## src/rtl/spram_arbiter.sv

```systemverilog
// Round-robin arbiter sharing one single-port synchronous RAM between requesters A and B,
// with an optional zero-fill sweep of the whole RAM after reset.
module spram_arbiter #(
  parameter int DATA_WIDTH     = 8,
  parameter int ADDR_WIDTH     = 4,
  parameter bit CLEAR_ON_RESET = 1'b1
) (
  input  logic                  clk,
  input  logic                  rst,
  input  logic                  a_req,
  input  logic                  a_we,
  input  logic [ADDR_WIDTH-1:0] a_addr,
  input  logic [DATA_WIDTH-1:0] a_din,
  output logic                  a_gnt,
  output logic                  a_rvalid,
  output logic [DATA_WIDTH-1:0] a_rdata,
  input  logic                  b_req,
  input  logic                  b_we,
  input  logic [ADDR_WIDTH-1:0] b_addr,
  input  logic [DATA_WIDTH-1:0] b_din,
  output logic                  b_gnt,
  output logic                  b_rvalid,
  output logic [DATA_WIDTH-1:0] b_rdata,
  output logic                  ram_en,
  output logic                  ram_we,
  output logic [ADDR_WIDTH-1:0] ram_addr,
  output logic [DATA_WIDTH-1:0] ram_din,
  input  logic [DATA_WIDTH-1:0] ram_dout,
  output logic                  init_busy
);

  localparam int DEPTH = 2**ADDR_WIDTH;

  typedef enum logic {S_CLEAR, S_ARB} state_t;
  localparam state_t RST_STATE = CLEAR_ON_RESET ? S_CLEAR : S_ARB;

  state_t                r_state;
  state_t                w_state_next;
  logic [ADDR_WIDTH-1:0] r_clr_cnt;
  logic                  r_last_gnt_b;
  logic                  r_a_rvalid;
  logic                  r_b_rvalid;
  logic                  w_clr_done;

  assign w_clr_done = (r_clr_cnt == ADDR_WIDTH'(DEPTH - 1));

  always_ff @(posedge clk or posedge rst) begin
    if (rst) r_state <= RST_STATE;
    else     r_state <= w_state_next;
  end

  always_comb begin
    w_state_next = r_state;
    if (r_state == S_CLEAR && w_clr_done) w_state_next = S_ARB;
  end

  // Everything RAM-facing is forced low while rst is held, whatever the state register says.
  always_comb begin
    ram_en   = 1'b0;
    ram_we   = 1'b0;
    ram_addr = '0;
    ram_din  = '0;
    a_gnt    = 1'b0;
    b_gnt    = 1'b0;
    if (!rst) begin
      case (r_state)
        S_CLEAR: begin
          ram_en   = 1'b1;
          ram_we   = 1'b1;
          ram_addr = r_clr_cnt;
        end
        default: begin
          a_gnt = a_req && (!b_req || r_last_gnt_b);
          b_gnt = b_req && (!a_req || !r_last_gnt_b);
          if (a_gnt) begin
            ram_en   = 1'b1;
            ram_we   = a_we;
            ram_addr = a_addr;
            ram_din  = a_din;
          end else if (b_gnt) begin
            ram_en   = 1'b1;
            ram_we   = b_we;
            ram_addr = b_addr;
            ram_din  = b_din;
          end
        end
      endcase
    end
  end

  assign init_busy = (r_state == S_CLEAR);

  // Counter parks at DEPTH-1 instead of wrapping; only a reset rewinds it.
  always_ff @(posedge clk or posedge rst) begin
    if (rst) begin
      r_clr_cnt <= '0;
    end else if (r_state == S_CLEAR && !w_clr_done) begin
      r_clr_cnt <= r_clr_cnt + 1'b1;
    end
  end

  // Priority only flips on a genuine tie, so the next tie goes to the other side.
  always_ff @(posedge clk or posedge rst) begin
    if (rst) begin
      r_last_gnt_b <= 1'b1;
    end else if (a_req && b_req && (a_gnt || b_gnt)) begin
      r_last_gnt_b <= b_gnt;
    end
  end

  always_ff @(posedge clk or posedge rst) begin
    if (rst) begin
      r_a_rvalid <= 1'b0;
      r_b_rvalid <= 1'b0;
    end else begin
      r_a_rvalid <= a_gnt && !a_we;
      r_b_rvalid <= b_gnt && !b_we;
    end
  end

  assign a_rvalid = r_a_rvalid;
  assign b_rvalid = r_b_rvalid;
  assign a_rdata  = r_a_rvalid ? ram_dout : '0;
  assign b_rdata  = r_b_rvalid ? ram_dout : '0;

endmodule

```

## config.mk

```make
export PLATFORM = sky130hd
export DESIGN_NAME = spram_arbiter
export DESIGN_NICKNAME = d
export VERILOG_FILES = /design/src/rtl/spram_arbiter.sv
export SDC_FILE = /design/constraint.sdc
export NUM_CORES = 1
export LEC_CHECK = 0
export BUFFER_PORTS_ARGS = -buffer_cell sky130_fd_sc_hd__buf_2
export CORE_AREA = 4 4 52 54
export CTS_CLUSTER_SIZE = 10
export DETAILED_ROUTE_END_ITERATION = 6
export DIE_AREA = 0 0 56 58
export GPL_ROUTABILITY_DRIVEN = 0
export PLACE_DENSITY = 0.74
export SLEW_MARGIN = 25
export SYNTH_ARGS = -nofsm -noshare
export SYNTH_HDL_FRONTEND = slang
export SYNTH_SLANG_ARGS = --single-unit
```

## constraint.sdc

```tcl
create_clock -name clk -period 1.3 [get_ports clk]
set_input_delay 0.195 -clock clk [delete_from_list [all_inputs] [get_ports clk]]
set_output_delay 0.195 -clock clk [all_outputs]
set_load 0.05 [all_outputs]
```

==> flow_summary.toml <==
[status]
outcome = "complete, but fails checks"
violations = "setup timing"

[detailed_routing]
wl_met2_um = 2250
dr.pass1.iters = 4
drt-wirelength-per-cell_um = 18.9
via_per_inst = 5.08
drt_iter0_drc = 35
wl_um = 3860
drc = 0
vias = 1037
m1WireLength_um = 1240
top_layer = "met5"
detail-route-antenna-nets = 0
met3_length_um = 285

[timing]
worst_slack_ps = -505
min_period_ps = 1810
max_slew.worst_pin.slew_ps = 244
timing.slew.headroom_pct = 83.7
setup_violations = 22
fin_crit_sh_pct = 139
skew_ps = 3.92
hold_viol = 0
drv_slew = 0
max_clock_freq_ghz = 0.554
rsz0062_at_grt = "yes"
setup_tns_ps = -7050

[floorplanning]
die_h_um = 58
io_pins = 73
initial_core_util_pct = 29.9
rows = 17
die_w_um = 56
core_um2 = 2210
design.die.area_um2 = 3250

[placed_design]
io_buffer_count = 72
dp_hpwl_um = 2290
place_area_um2 = 1330

[power]
power_leakage_nw = 0.893
p_per_area_nw_per_um2 = 823
peakVddDrop_v = 0.000842
finalPower_w = 0.00150

[synthesis]
syn_nets = 112
synth_edf_count = 0
synth.cell_area_um2 = 662
async_flop_share_pct = 100
synth_top_area_cell = "dfrtp_1"
synthTopCellsByArea = "dfrtp_1 26%, and2_1 15%, a22o_1 11%"
synthCells = 73
synth_common_cells = "16 x and2_1, 8 x a22o_1, 7 x dfrtp_1"
synth_area_per_cell_um2 = 9.07
yosysTopAreaCellShare_pct = 26.5
seq_area_frac_synth_pct = 30.4
synth_cell_types = 26
synthFlopType = "dfrtp_1"
synth.most_common_cell = "and2_1"
synth_warnings = 0
synth.ff_latch_count = 8

[critical_path]
path_max_fanout = 8
worstPathRequired_ps = 1110
critical_path_class = "flop to output port"
start_kind = "flop"
worstPathCellList = "a21boi_2 > and2_4 > a221o_2 > buf_6"
worstPathArrival_ps = 1610
crit_path_max_incr_delay_ps = 550
r2r_slack_ps = -60
endpoint_kind = "output port"
slowest_stage = "dfstp_2"

[layout]
antenna_cells = 0
syn_to_final_growth_pct = 176
final_area_um2 = 1830
drive_gt1_share_pct = 85.8
finalNetCount = 216
num-fill-cells = 125

[run]
maxCapViolations = 0

[clock_tree]
cts_max_level = 1
clock-sinks = 8
tritoncts = "yes"
root_buffer = "clkbuf_4"
cts_buffers = 3
clk_pin_slew_ps = 60
clockBufferDepth = 2
worstSkewPairLatency_ps = 260

[global_route]
gr-total-overflow = 0
grt_antenna_before_repair = 1
grt_max_degree = 13
grt_pass1_wl_um = 5010
grt_pass1_vias = 1032
grtUsageTotal_pct = 19.5

[min_path]
hold_path_class = "input pin to async pin"
-- cells in the final DEF (no fill, tap or decap), types with 2 or more instances in the layout --
| master | synthesis | layout |
|---|---|---|
| a211oi_4 | 0 | 2 |
| a21oi_2 | 0 | 2 |
| a21oi_4 | 0 | 3 |
| a221o_2 | 0 | 2 |
| a22o_4 | 0 | 8 |
| and2_2 | 0 | 5 |
| and2_4 | 1 | 12 |
| and3_1 | 2 | 2 |
| buf_2 | 0 | 38 |
| buf_4 | 0 | 20 |
| buf_6 | 2 | 24 |
| buf_8 | 0 | 16 |
| clkbuf_4 | 0 | 3 |
| dfrtp_1 | 7 | 4 |
| dfrtp_2 | 0 | 3 |
| inv_1 | 3 | 2 |
| nand3_1 | 4 | 2 |
| nor2_1 | 4 | 4 |
| nor2b_1 | 2 | 2 |
-- per-layer routing --
metal,vias to the layer above,track usage (%)
met4,2,3.39
met3,10,7.80
met2,58,40.1
met5,-,0
met1,495,18.1
li1,472,-
-- where the power goes --
| part | total, W | switching (W) | internal, W |
|---|---|---|---|
| registers | 0.000301 | 0.0000186 | 0.000282 |
| clock network | 0.000215 | 0.0000966 | 0.000118 |
| logic | 0.000988 | 0.000542 | 0.000446 |
| total | 0.00150 | 0.000657 | 0.000846 |
-- cell families (layout without fill, tap and decap cells) --
group | after synthesis | count (layout) | synth area share, %
compound gates | 21 | 21 | 24.0
xor+xnor | 2 | 2 | 2.65
fa+ha+maj | 1 | 1 | 1.89
buf+inv | 5 | 107 | 5.10
flops | 8 | 8 | 30.4
mux | 2 | 2 | 3.21
simple gates | 34 | 35 | 32.7
-- per-stage QoR --
step	worst slack [ps]	hold slack, ps	instances	util (%)
3_5_place_dp	-300	255	189	60.1
4_1_cts	-493	0.348	197	72.8
5_1_grt	-555	44.2	204	82.5
3_3_place_gp	-270	238	189	60.1
6_report	-505	40.9	204	82.5
2_1_floorplan	-271	20.6	73	-
-- cell type report --
| class | instances | area (um2) | area share (%) |
|---|---|---|---|
| repair buffers | 100 | 881 | 48.3 |
| multi-input cells | 61 | 663 | 36.3 |
| flip-flops and latches | 8 | 205 | 11.2 |
| well taps | 28 | 35.0 | 1.92 |
| clock buffers | 4 | 26.3 | 1.44 |
| inverters | 3 | 15.0 | 0.822 |
-- critical path, delay by kind of cell, from the launching register on --
kind                   cells  cell delay, ps
AOI/OAI and AO/OA          2             460
buffers and inverters      1             160
DFF                        1             550
and+or+nand+nor            1             180
-- final timing paths --
path                                    from           end  cells past startpoint
worst min-delay path                     rst  r_clr_cnt[3]                      3
worst max-delay path            r_last_gnt_b   ram_addr[1]                      4
min in group clk                        b_we      b_rvalid                      2
worst min register to register  r_clr_cnt[3]  r_clr_cnt[3]                      1
max in group asynchronous                rst      a_rvalid                      4
worst max register to register       r_state  r_clr_cnt[1]                      5
-- state kept, by name (all words and copies together) (netlist names) --
signal	count
r_last_gnt_b	1
b_rvalid	1
r_clr_cnt	4
r_state	1
a_rvalid	1
-- what timing repair did --
item,CTS,global route
hold buffers,1,0
gates resized for setup,66,56
gates cloned,0,1
setup endpoints to repair,34,34
hold endpoints to repair,2,0
buffers inserted,3,7
pin swaps,4,10
(Power assumes the default switching activity.)
